### src/rtl/cfg_types_pkg.sv
// Shared arbiter types: state and owner enums plus the starvation counter width.
// No ports; imported by accel_mem_arbiter and accel_arb_starve_cnt.
package cfg_types_pkg;

  typedef enum logic [1:0] {
    ARB_FREE,
    ARB_LOCKED,
    ARB_FORCE
  } arb_state_t;

  typedef enum logic [1:0] {
    OWN_NONE,
    OWN_CPU,
    OWN_ACC
  } arb_owner_t;

  localparam int ARB_WAIT_W = 8;

endpackage

### src/rtl/accel_arb_starve_cnt.sv
// CPU starvation counter: counts refused CPU cycles and raises force_req on reaching MAX_WAIT.
// Ports: clk, rst_n, cpu_req, cpu_gnt in; force_req out; cpu_stall_cnt/force_cnt when ACCEL_ARB_STATS_EN.
module accel_arb_starve_cnt
  import cfg_types_pkg::*;
#(
  parameter int MAX_WAIT = 8
) (
  input  logic        clk,
  input  logic        rst_n,
  input  logic        cpu_req,
  input  logic        cpu_gnt,
  output logic        force_req
`ifdef ACCEL_ARB_STATS_EN
  ,
  output logic [15:0] cpu_stall_cnt,
  output logic [15:0] force_cnt
`endif
);

  localparam logic [ARB_WAIT_W-1:0] LIMIT = ARB_WAIT_W'(MAX_WAIT);

  logic [ARB_WAIT_W-1:0] wait_cnt;
  logic [ARB_WAIT_W-1:0] wait_nxt;
  logic                  stall;

  assign stall = cpu_req & ~cpu_gnt;

  // Fires on the refusal that brings wait_cnt up to LIMIT, so the
  // force cycle is the very next one.
  assign force_req = stall & (wait_cnt == LIMIT - 1'b1);

  always_comb begin
    wait_nxt = '0;
    if (stall) begin
      wait_nxt = (wait_cnt == LIMIT) ? wait_cnt : wait_cnt + 1'b1;
    end
  end

  always_ff @(posedge clk) begin
    if (!rst_n) begin
      wait_cnt <= '0;
    end else begin
      wait_cnt <= wait_nxt;
    end
  end

`ifdef ACCEL_ARB_STATS_EN
  always_ff @(posedge clk) begin
    if (!rst_n) begin
      cpu_stall_cnt <= '0;
      force_cnt     <= '0;
    end else begin
      if (stall && cpu_stall_cnt != 16'hFFFF) begin
        cpu_stall_cnt <= cpu_stall_cnt + 16'd1;
      end
      if (force_req && force_cnt != 16'hFFFF) begin
        force_cnt <= force_cnt + 16'd1;
      end
    end
  end
`endif

endmodule

### src/rtl/accel_mem_arbiter.sv
// Port-A arbiter for the accelerator RAM: CPU vs keccak sequencer, with burst lock and starvation force.
// Ports: cpu_* / acc_* request+response sides, mem_*_a RAM port A; stats outputs with ACCEL_ARB_STATS_EN.
module accel_mem_arbiter
  import cfg_types_pkg::*;
#(
  parameter int ADDR_WIDTH = 32,
  parameter int DATA_WIDTH = 32,
  parameter int MAX_WAIT   = 8
) (
  input  logic                    clk,
  input  logic                    rst_n,
  input  logic                    cpu_req,
  output logic                    cpu_gnt,
  input  logic [ADDR_WIDTH-1:0]   cpu_addr,
  input  logic                    cpu_we,
  input  logic [DATA_WIDTH-1:0]   cpu_wdata,
  input  logic [DATA_WIDTH/8-1:0] cpu_be,
  output logic                    cpu_rvalid,
  output logic [DATA_WIDTH-1:0]   cpu_rdata,
  input  logic                    acc_lock,
  input  logic                    acc_req,
  output logic                    acc_gnt,
  input  logic [ADDR_WIDTH-1:0]   acc_addr,
  input  logic                    acc_we,
  input  logic [DATA_WIDTH-1:0]   acc_wdata,
  input  logic [DATA_WIDTH/8-1:0] acc_be,
  output logic                    acc_rvalid,
  output logic [DATA_WIDTH-1:0]   acc_rdata,
  output logic                    mem_en_a,
  output logic [ADDR_WIDTH-1:0]   mem_addr_a,
  output logic                    mem_we_a,
  output logic [DATA_WIDTH-1:0]   mem_wdata_a,
  output logic [DATA_WIDTH/8-1:0] mem_be_a,
  input  logic [DATA_WIDTH-1:0]   mem_rdata_a
`ifdef ACCEL_ARB_STATS_EN
  ,
  output logic [15:0]             cpu_stall_cnt,
  output logic [15:0]             force_cnt
`endif
);

  arb_state_t state;
  arb_state_t state_nxt;
  arb_owner_t last_owner;
  arb_owner_t resp_owner;
  arb_owner_t grant;
  logic       force_req;

  logic [DATA_WIDTH-1:0] cpu_rdata_q;
  logic [DATA_WIDTH-1:0] acc_rdata_q;

  accel_arb_starve_cnt #(
    .MAX_WAIT(MAX_WAIT)
  ) u_starve (
    .clk          (clk),
    .rst_n        (rst_n),
    .cpu_req      (cpu_req),
    .cpu_gnt      (cpu_gnt),
    .force_req    (force_req)
`ifdef ACCEL_ARB_STATS_EN
    ,
    .cpu_stall_cnt(cpu_stall_cnt),
    .force_cnt    (force_cnt)
`endif
  );

  always_comb begin
    grant = OWN_NONE;
    if (rst_n) begin
      case (state)
        ARB_FORCE: begin
          if (cpu_req) grant = OWN_CPU;
        end
        ARB_LOCKED: begin
          if (acc_req)      grant = OWN_ACC;
          else if (cpu_req) grant = OWN_CPU;
        end
        ARB_FREE: begin
          // Conflict goes to whoever did not win last; NONE favours CPU.
          if (cpu_req && acc_req)
            grant = (last_owner == OWN_CPU) ? OWN_ACC : OWN_CPU;
          else if (cpu_req) grant = OWN_CPU;
          else if (acc_req) grant = OWN_ACC;
        end
        default: grant = OWN_NONE;
      endcase
    end
  end

  // Force wins over a simultaneous lock change; the force cycle
  // then exits according to the lock sampled in that cycle.
  always_comb begin
    state_nxt = acc_lock ? ARB_LOCKED : ARB_FREE;
    if (force_req) state_nxt = ARB_FORCE;
  end

  assign cpu_gnt  = (grant == OWN_CPU);
  assign acc_gnt  = (grant == OWN_ACC);
  assign mem_en_a = cpu_gnt | acc_gnt;

  always_comb begin
    mem_addr_a  = '0;
    mem_we_a    = 1'b0;
    mem_wdata_a = '0;
    mem_be_a    = '1;
    unique case (1'b1)
      cpu_gnt: begin
        mem_addr_a  = cpu_addr;
        mem_we_a    = cpu_we;
        mem_wdata_a = cpu_wdata;
        mem_be_a    = cpu_be;
      end
      acc_gnt: begin
        mem_addr_a  = acc_addr;
        mem_we_a    = acc_we;
        mem_wdata_a = acc_wdata;
        mem_be_a    = acc_be;
      end
      default: ;
    endcase
  end

  always_ff @(posedge clk) begin
    if (!rst_n) begin
      state      <= ARB_FREE;
      last_owner <= OWN_NONE;
      resp_owner <= OWN_NONE;
    end else begin
      state      <= state_nxt;
      resp_owner <= grant;
      if (grant != OWN_NONE) last_owner <= grant;
    end
  end

  // Gated by rst_n so a response still in flight when reset hits is dropped.
  assign cpu_rvalid = rst_n & (resp_owner == OWN_CPU);
  assign acc_rvalid = rst_n & (resp_owner == OWN_ACC);

  assign cpu_rdata = cpu_rvalid ? mem_rdata_a : cpu_rdata_q;
  assign acc_rdata = acc_rvalid ? mem_rdata_a : acc_rdata_q;

  always_ff @(posedge clk) begin
    if (!rst_n) begin
      cpu_rdata_q <= '0;
      acc_rdata_q <= '0;
    end else begin
      cpu_rdata_q <= cpu_rdata;
      acc_rdata_q <= acc_rdata;
    end
  end

endmodule

### config.mk
export PLATFORM = sky130hd
export DESIGN_NAME = accel_mem_arbiter
export DESIGN_NICKNAME = d
export VERILOG_FILES = /design/src/rtl/cfg_types_pkg.sv /design/src/rtl/accel_arb_starve_cnt.sv /design/src/rtl/accel_mem_arbiter.sv
export SDC_FILE = /design/constraint.sdc
export NUM_CORES = 1
export LEC_CHECK = 0
export BUFFER_PORTS_ARGS = -buffer_cell sky130_fd_sc_hd__buf_4
export CORE_MARGIN = 10
export CORE_UTILIZATION = 43
export CTS_BUF_LIST = sky130_fd_sc_hd__clkbuf_8
export DETAILED_ROUTE_END_ITERATION = 10
export HOLD_SLACK_MARGIN = 0.03
export PLACE_DENSITY = 0.83
export SYNTH_ARGS = -nofsm -noshare
export SYNTH_HDL_FRONTEND = slang
export SYNTH_SLANG_ARGS = --single-unit
### constraint.sdc
create_clock -name clk -period 2.5 [get_ports clk]
set_clock_uncertainty 0.15 [all_clocks]
set_input_delay 0.375 -clock clk [delete_from_list [all_inputs] [get_ports clk]]
set_output_delay 0.375 -clock clk [all_outputs]
set_load 0.02 [all_outputs]
==> qor.csv, run 1 <==
metric,value,unit
Worst IR Drop VDD,0.374,mV
Routed Wire Length,22900,µm
Avg WL per Cell,25.3,µm
IO Pins,313,
Crit. End Element,primary output,
Slew Limit Headroom,55.4,%
drt pass-1 iters,5,
required time worst endpoint,1.98,ns
port bufs,312,
element type at the critical path start,register,
worst setup path class,reg -> out,
sequential area share after synthesis,34.8,%
placed cell count,874,
GP Congestion,0.894,
RSZ-0062 raised after global routing,true,
Area growth syn-to-layout,78.9,%
grt total ovfl,0,
post-route cell area,0.00804,mm²
Worst-path clk slew,0.08,ns
worst slew pin tran,0.663,ns
final-stage net count,944,
Critical Path Fanout Max,16,
H-tree depth,3,
Lkg Pwr,3.80,nW
Seq cells post-synth,78,
busiest metal layer after global routing,met2,
top post-synthesis cells by count,"78 x dfxtp_1, 69 x a22oi_1, 68 x and2_1",
grt met2 use,49.3,%
Main synth FF type,dfxtp_1,
endpoints failing setup,69,
DP HPWL,16800,µm
initial antenna violation count,1,
CTS Buf Count,9,
top post-synthesis cells by area,"dfxtp_1 35%, mux2_4 19%, a22oi_1 12%",
GRT Total Usage,27.7,%
DP Area,0.00718,mm²
CTS Buffer Depth,2,
core area,0.0102,mm²
# hold bufs at CTS,0,
Synth Warn #,0,
row count,37,
Post-Synthesis Net Count,631,
"Async S/R FF share, synth",0,%
M1 GR Usage,29.6,%
layout cells sized above 1,68.6,%
final std cells w/o fill,904,
DRC viols,0,
Root Buffer Master,clkbuf_8,
Detail Route Antenna Nets,0,
CTS sink cnt,78,
vias in the first global route,5213,
Worst EP arrival,2.17,ns
Hold Crit Depth,2,
Synth Area per Inst,9.98,µm²
status,finished with violations,
fin crit share,108,%
Min Hold Slack,0.115,ns
failing checks,negative setup slack,
"Distinct cells, synth",36,
cell count of the worst reg-to-reg path,8,
largest area contributor in the netlist,dfxtp_1,
initial core utilization,43.9,%
M3 GR Usage,9.76,%
total power draw,3.33,mW
Synth Cell Area,0.00449,mm²
Worst-Skew Late Latency,0.35,ns
largest net degree at the start of global routing,67,
Die W,122,µm
top-count cell post-synth,dfxtp_1,
Post-synth EDFFs,0,
Die Height,122,µm
Max Cap Viol,0,
gate count of the mapped netlist,450,
min Tclk post-route,2.69,ns
Max Freq,0.371,GHz
CTS tree,built,
first-pass GRT wire length,31700,µm
pins over their slew limit,0,
top cell type's share of synthesized area,34.8,%
"Hold Vio Cnt, Final",0,
DR vias,4898,
worst setup margin,-0.194,ns
drt via density,5.42,
Pwr per Cell Area,414,mW/mm²
Hold Path Class,in -> reg,
initial DRC count,500,
Final Core Density,78.5,%
die area,0.0149,mm²
report_power, final:
group / total [mW] / switching, mW / internal (mW)
logic: 1.16 / 0.539 / 0.625
clock network: 0.873 / 0.468 / 0.405
registers: 1.29 / 0.0157 / 1.28
cells in the final DEF (no fill, tap or decap), types with 3 or more instances in the layout:
cell | Yosys | final
or3_1 | 3 | 3
nor2b_4 | 0 | 4
nand3_1 | 7 | 7
dfxtp_2 | 0 | 3
nor2b_2 | 0 | 61
buf_6 | 6 | 53
and2_1 | 68 | 67
nor2_1 | 4 | 4
mux2_4 | 58 | 58
a21oi_1 | 5 | 5
dfxtp_1 | 78 | 75
clkbuf_8 | 0 | 11
o21ai_0 | 6 | 6
inv_1 | 9 | 9
buf_4 | 0 | 270
a22oi_2 | 0 | 29
ha_4 | 0 | 4
mux2_2 | 6 | 6
clkinv_2 | 0 | 3
clkbuf_16 | 0 | 4
buf_12 | 0 | 8
a22oi_1 | 69 | 40
nand2_1 | 6 | 5
state kept, by name, summed over array words and instances, names as in the netlist:
register           flops
acc_rdata_q           32
cpu_rdata_q           32
u_starve.wait_cnt      8
last_owner             2
resp_owner             2
state                  2
final cells by class:
type	instances	area, µm²
multi-input combinational	326	3120
timing repair buffer	339	2970
fill	633	2200
sequential	78	1570
tap	136	170
clock buffer	11	151
inverter	9	33.8
clock inverter	4	22.5
antenna	1	2.50
critical path, cell delays in order (launching register included):
cell and delay [ns]:
dfxtp_2 0.33, nand2b_2 0.22, a31oi_4 0.22, and2_4 0.20, ha_4 0.21, buf_12 0.19
a22oi_1 0.13, nor2b_2 0.17, buf_6 0.14
metal layers:
layer	wire, µm	vias up
met2	11800	310
met1	8030	2341
met5	0	-
met3	2280	50
li1	-	2197
met4	740	0
path summary, 6_finish.rpt:
path / start / end / slack [ns]
setup / recovery: state[1]$_SDFF_PN0_ / mem_wdata_a[16] / -0.19
hold / removal: acc_lock / state[0]$_SDFF_PP0_ / 0.11
setup reg to reg: state[1]$_SDFF_PN0_ / state[0]$_SDFF_PP0_ / 0.28
hold reg to reg: u_starve.wait_cnt[7]$_SDFFE_PN0P_ / u_starve.wait_cnt[7]$_SDFFE_PN0P_ / 0.38
metrics by stage:
stage / setup TNS [ns] / setup slack (ns)
finish: -8.45 / -0.194
global route: -14.01 / -0.261
CTS: -8.75 / -0.159
detailed placement: -1.14 / -0.185
global placement: -0.488 / -0.170
floorplan: -1.77 / -0.0339
kinds of logic (layout without fill, tap and decap cells):
| logic type | Yosys count | after routing | share of synthesized area [%] |
|---|---|---|---|
| buf+inv | 46 | 363 | 4.96 |
| simple gates | 168 | 168 | 23.5 |
| mux | 64 | 64 | 20.9 |
| fa+ha+maj | 6 | 6 | 1.67 |
| flops | 78 | 78 | 34.8 |
| other cells | 0 | 1 | 0 |
| compound gates | 85 | 85 | 13.6 |
| xor+xnor | 3 | 3 | 0.585 |
timing repair:
| item | CTS | global route |
|---|---|---|
| hold endpoints to repair | 0 | 0 |
| resized for setup | 90 | 19 |
| setup endpoints to repair | 72 | 71 |
| cloned | 4 | 4 |
| pin swaps | 5 | 8 |
| setup buffers | 8 | 1 |
No activity file was read; power rests on OpenSTA's default activity.
==> run 2: changes to the inputs <==
Settings changed: RECOVER_POWER from default to 50.
==> run 2 against run 1 <==
Effect of this change:
- the flow still finishes with violations (negative setup slack)
- global-route usage stayed put
- core utilization is 1.5 points lower
- die area stayed put
- non-clock buffer count stayed put
- worst hold slack worse by 0.0016 ns
- largest power group unchanged
==> qor.csv, run 2 (same netlist as run 1, synthesis figures left out) <==
metric,value,unit,change
DRC viols,0,,unchanged
"most common cell after layout, fill and taps aside",buf_4,,
Worst-path clk slew,0.08,ns,about the same
vias in the first global route,5213,,unchanged
critical-path cell list,"nand2b_2, a31oi_4, and2_4, ha_4, buf_12, a22oi_1, nor2b_2, buf_6",,
Die W,122,µm,unchanged
multi-input logic area,0.00297,mm²,-4.9%
DP Area,0.00718,mm²,unchanged
Worst-Skew Late Latency,0.35,ns,about the same
Worst IR Drop VDD,0.373,mV,-0.23%
initial antenna violation count,1,,unchanged
register area,0.00157,mm²,unchanged
Hold Path Class,in -> reg,,
Die Height,122,µm,unchanged
DP HPWL,16800,µm,unchanged
Routed Wire Length,22800,µm,-0.28%
CTS tree,built,,
Slew Limit Headroom,55.1,%,-0.24 points
status,finished with violations,,
required time worst endpoint,1.98,ns,about the same
Area growth syn-to-layout,75.5,%,
Root Buffer Master,clkbuf_8,,
R2R Path Start,state[1]$_SDFF_PN0_,,
Max Freq,0.369,GHz,-0.48%
drt via density,5.48,,+1.1%
post-route cell area,0.00788,mm²,-1.9%
core area,0.0102,mm²,unchanged
# hold bufs at CTS,0,,unchanged
element type at the critical path start,register,,
endpoints failing setup,69,,unchanged
drt pass-1 iters,7,,+2
"commonest non-fill, non-tap cells in the layout","270 x buf_4, 75 x dfxtp_1, 66 x and2_1, 61 x nor2b_2, 53 x buf_6",,
Crit. End Element,primary output,,
Final Core Density,77.1,%,-1.5 points
"worst slack, placed",-0.185,ns,unchanged
worst setup margin,-0.207,ns,-0.0130 ns
GP Congestion,0.894,,unchanged
DR vias,4954,,+1.1%
grt total ovfl,0,,unchanged
pins over their slew limit,0,,unchanged
worst slew pin tran,0.667,ns,+0.00351 ns
Max Cap Viol,0,,unchanged
initial DRC count,456,,-8.8%
Avg WL per Cell,25.2,µm,-0.28%
Worst Hold End,state[0]$_SDFF_PP0_,,
layout cells sized above 1,63.5,%,-5.1 points
Hold Crit Start,acc_lock,,
final-stage net count,944,,unchanged
initial core utilization,43.9,%,unchanged
crit-path leading delay family,simple AND/OR/NAND/NOR gates,,
CTS Buf Count,9,,unchanged
Worst EP arrival,2.18,ns,about the same
FILL cells,681,,+7.6%
CTS Buffer Depth,2,,unchanged
IO Pins,313,,unchanged
cell count of the worst reg-to-reg path,8,,unchanged
Critical Path Fanout Max,16,,unchanged
GRT Total Usage,27.7,%,unchanged
first-pass GRT wire length,31700,µm,unchanged
"Hold Vio Cnt, Final",0,,unchanged
min Tclk post-route,2.71,ns,+0.0130 ns
Buf/Inv on CP,2,,unchanged
die area,0.0149,mm²,unchanged
failing checks,negative setup slack,,
"Slowest-stage cell, CP",dfxtp_2,,
Hold Crit Depth,2,,unchanged
fin crit share,108,%,+0.52 points
biggest regs,"acc_rdata_q (32), cpu_rdata_q (32), u_starve.wait_cnt (8)",,
r2r setup slk,0.30,ns,+0.02 ns
worst setup path class,reg -> out,,
Lkg Pwr,3.67,nW,-3.3%
H-tree depth,3,,unchanged
Pwr per Cell Area,417,mW/mm²,+0.68%
port bufs,312,,unchanged
CP max stage delay,0.33,ns,about the same
Detail Route Antenna Nets,0,,unchanged
setup_tns,-8.66,ns,-0.208 ns
row count,37,,unchanged
RSZ-0062 raised after global routing,true,,
R2R Path End,state[0]$_SDFF_PP0_,,
CTS sink cnt,78,,unchanged
largest net degree at the start of global routing,67,,unchanged
run 2: worst reg2reg max path, cell delays in order (launching register included):
cell      delay (ns)
dfxtp_2         0.33
nand2b_2        0.22
a31oi_4         0.22
nand2_4         0.10
ha_4            0.24
buf_4           0.17
nor4bb_1        0.27
nand3_1         0.16
and3_1          0.23
run 2: layer usage:
metal  GRT usage [%]  wire length (µm)  vias to the layer above
li1                -                 -                     2204
met1            29.6              8060                     2391
met2            49.3             11700                      303
met3            9.76              2200                       56
met4            10.3               795                        0
met5               0                 0                        -
run 2: how the worst max path moves through the flow:
| stage | startpoint | depth (start not counted) | slack (ns) | end |
|---|---|---|---|---|
| after floorplan | rst_n | 9 | -0.03 | mem_addr_a[10] |
| after global placement | acc_req | 9 | -0.17 | mem_addr_a[21] |
| after detailed placement | acc_req | 9 | -0.19 | mem_addr_a[24] |
| after CTS | state[1]$_SDFF_PN0_ | 9 | -0.16 | mem_wdata_a[0] |
| after global routing | state[1]$_SDFF_PN0_ | 8 | -0.26 | mem_addr_a[24] |
| final | state[1]$_SDFF_PN0_ | 8 | -0.21 | mem_wdata_a[16] |
run 2: report_power, final:
part	total (mW)	leakage, nW	switching, mW	internal (mW)
clock	0.865	0.0910	0.460	0.405
sequential	1.29	0.634	0.0146	1.28
combinational	1.13	2.95	0.533	0.600
run 2: final cells by class:
| class | count | area share [%] |
|---|---|---|
| multi-input combinational | 326 | 37.7 |
| timing repair buffer | 339 | 37.7 |
| sequential | 78 | 19.9 |
| tap | 136 | 2.16 |
| clock buffer | 11 | 1.92 |
| inverter | 9 | 0.429 |
| clock inverter | 4 | 0.286 |
| antenna | 1 | 0.0317 |
run 2: repair_timing:
action | CTS | global route
pin swaps | 5 | 8
gates cloned | 4 | 4
setup endpoints to repair | 72 | 71
setup buffers | 8 | 1
endpoints found under the hold margin | 0 | 0
gates resized for setup | 90 | 19
run 2: stage by stage:
step,hold WS (ns),total power [mW],instances
floorplan,0.316,1.81,450
global placement,0.331,2.29,874
detailed placement,0.365,2.31,874
CTS,0.0991,3.29,901
global route,0.101,3.41,903
finish,0.113,3.29,904
==> run 3: changes to the inputs <==
Settings changed: CORE_AREA from default to 2 2 122 124, CORE_MARGIN 10 to default, CORE_UTILIZATION 43 to default, DIE_AREA from default to 0 0 124 126, PLACE_DENSITY 0.83 to default.
==> run 3 against run 2 <==
Effect of this change:
- the flow still finishes with violations (negative setup slack)
- critical endpoint is now mem_be_a[3]
- total power increased by 2.7%
- final area increased by 4.9%
- sequential share of layout area decreased by 0.93 points
- critical path type unchanged
- routed wire length decreased by 15%
==> qor.csv, run 3 (same netlist as run 1, synthesis figures left out) <==
metric,value,unit,change
RSZ-0062 raised after global routing,true,,
Net Sw Frac,30.2,%,-0.45 points
Logic pwr share,34.6,%,+0.2 points
Avg WL per Cell,20.1,µm,-20%
initial core utilization,31.4,%,-13 points
largest net degree at the start of global routing,65,,-3.0%
drt via density,4.91,,-10%
GRT Total Usage,24.2,%,-3.5 points
fin crit share,108,%,about the same
initial antenna violation count,2,,+1
Crit. End Element,primary output,,
Pwr per Cell Area,409,mW/mm²,-2.1%
endpoints failing setup,79,,+14%
H-tree depth,3,,unchanged
GP Congestion,0.973,,+8.8%
worst setup margin,-0.206,ns,+0.00110 ns
Max Cap Viol,0,,unchanged
required time worst endpoint,1.98,ns,about the same
row count,44,,+19%
Routed Wire Length,19400,µm,-15%
"Hold Vio Cnt, Final",0,,unchanged
clock share of power,27.2,%,+0.9 points
"commonest non-fill, non-tap cells in the layout","272 x buf_4, 75 x dfxtp_1, 69 x a22oi_2, 61 x and2_1, 59 x nor2b_2",,
Root Buffer Master,clkbuf_8,,
CTS Buffer Depth,2,,unchanged
Worst-path clk slew,0.08,ns,about the same
cell count of the worst reg-to-reg path,9,,+1
element type at the critical path start,register,,
vias in the first global route,5009,,-3.9%
DR vias,4730,,-4.5%
Detail Route Antenna Nets,0,,unchanged
CTS sink cnt,78,,unchanged
Final Core Density,57.8,%,-19 points
pins over their slew limit,0,,unchanged
Slew Limit Headroom,60.4,%,+5.2 points
# hold bufs at CTS,0,,unchanged
"most common cell after layout, fill and taps aside",buf_4,,
worst setup path class,reg -> out,,
Lkg Pwr,3.74,nW,+1.9%
DRC viols,0,,unchanged
"worst slack, placed",-0.179,ns,+0.00664 ns
first-pass GRT wire length,28300,µm,-11%
core area,0.0143,mm²,+40%
internal power,2.36,mW,+3.4%
final std cells w/o fill,964,,+6.6%
placed cell count,928,,+6.2%
CTS tree,built,,
Worst IR Drop VDD,0.232,mV,-38%
Max Freq,0.370,GHz,about the same
biggest regs,"acc_rdata_q (32), cpu_rdata_q (32), u_starve.wait_cnt (8)",,
failing checks,negative setup slack,,
CTS Buf Count,9,,unchanged
sequential power share,38.2,%,-1.1 points
Hold Crit Depth,2,,unchanged
worst slew pin tran,0.589,ns,-0.0779 ns
Die W,124,µm,+1.5%
die area,0.0156,mm²,+4.6%
port bufs,312,,unchanged
Area growth syn-to-layout,84.2,%,
final-stage net count,955,,+1.2%
drt pass-1 iters,4,,-3
Hold Path Class,in -> reg,,
Psw,1.02,mW,+1.2%
layout cells sized above 1,67.9,%,+4.4 points
Worst EP arrival,2.18,ns,about the same
status,finished with violations,,
initial DRC count,242,,-47%
Critical Path Fanout Max,6,,-10
DP HPWL,14500,µm,-14%
Die Height,126,µm,+3.1%
Worst-Skew Late Latency,0.35,ns,about the same
grt total ovfl,0,,unchanged
IO Pins,313,,unchanged
min Tclk post-route,2.71,ns,-0.00110 ns
run 3: per-stage QoR:
stage	setup TNS [ns]	power, mW	area (µm²)	hold WS, ns
after floorplan	-1.77	1.81	4670	0.316
after global placement	-0.316	2.30	7290	0.330
after detailed placement	-0.341	2.31	7290	0.354
after CTS	-9.99	3.43	8400	0.0839
after global routing	-21.30	3.52	8270	0.0946
final	-9.35	3.38	8270	0.108
run 3: path summary, 6_finish.rpt:
path / from / slack (ns) / endpoint
worst max-delay path: state[1]$_SDFF_PN0_ / -0.21 / mem_be_a[3]
worst min-delay path: acc_lock / 0.11 / state[0]$_SDFF_PP0_
worst max register to register: state[1]$_SDFF_PN0_ / 0.29 / state[0]$_SDFF_PP0_
worst min register to register: u_starve.wait_cnt[7]$_SDFFE_PN0P_ / 0.36 / u_starve.wait_cnt[7]$_SDFFE_PN0P_
run 3: area by class of cell:
| cell class | instances | area, µm² |
|---|---|---|
| Sequential cell | 78 | 1570 |
| Tap cell | 184 | 230 |
| Clock inverter | 7 | 65.1 |
| Fill cell | 1294 | 6040 |
| Clock buffer | 9 | 124 |
| Antenna cell | 1 | 2.50 |
| Inverter | 9 | 33.8 |
| Timing Repair Buffer | 350 | 3090 |
| Multi-Input combinational cell | 326 | 3160 |
run 3: repair_timing:
| item | 4_1_cts | 5_1_grt |
|---|---|---|
| buffers inserted | 12 | 0 |
| pin swaps | 34 | 8 |
| cloned | 9 | 1 |
| gates resized for setup | 129 | 28 |
| endpoints found under the setup margin | 72 | 72 |
run 3: power by group through the flow:
stage               Clock, mW  Sequential [mW]  Combinational, mW
finish                  0.919             1.29               1.17
global placement            0             1.32              0.981
global route             1.00             1.29               1.23
detailed placement          0             1.32              0.994
floorplan                   0             1.32              0.495
CTS                     0.954             1.29               1.19
run 3: routing by layer:
layer	share of wire, %	GRT usage, %	vias up	wire length [µm]
met4	2.5	8.46	2	487
met1	40	28.6	2262	7770
met2	49	40.8	208	9510
met5	0.067	0	-	13
li1	-	-	2227	-
met3	8.5	7.74	31	1640
run 3: worst max-delay path, cell delays in order (launching register included):
cell	delay, ns
dfxtp_2	0.33
nand4bb_1	0.17
o211ai_1	0.23
buf_4	0.16
inv_2	0.04
ha_4	0.20
buf_12	0.16
a22oi_2	0.26
nand2_2	0.11
buf_6	0.15
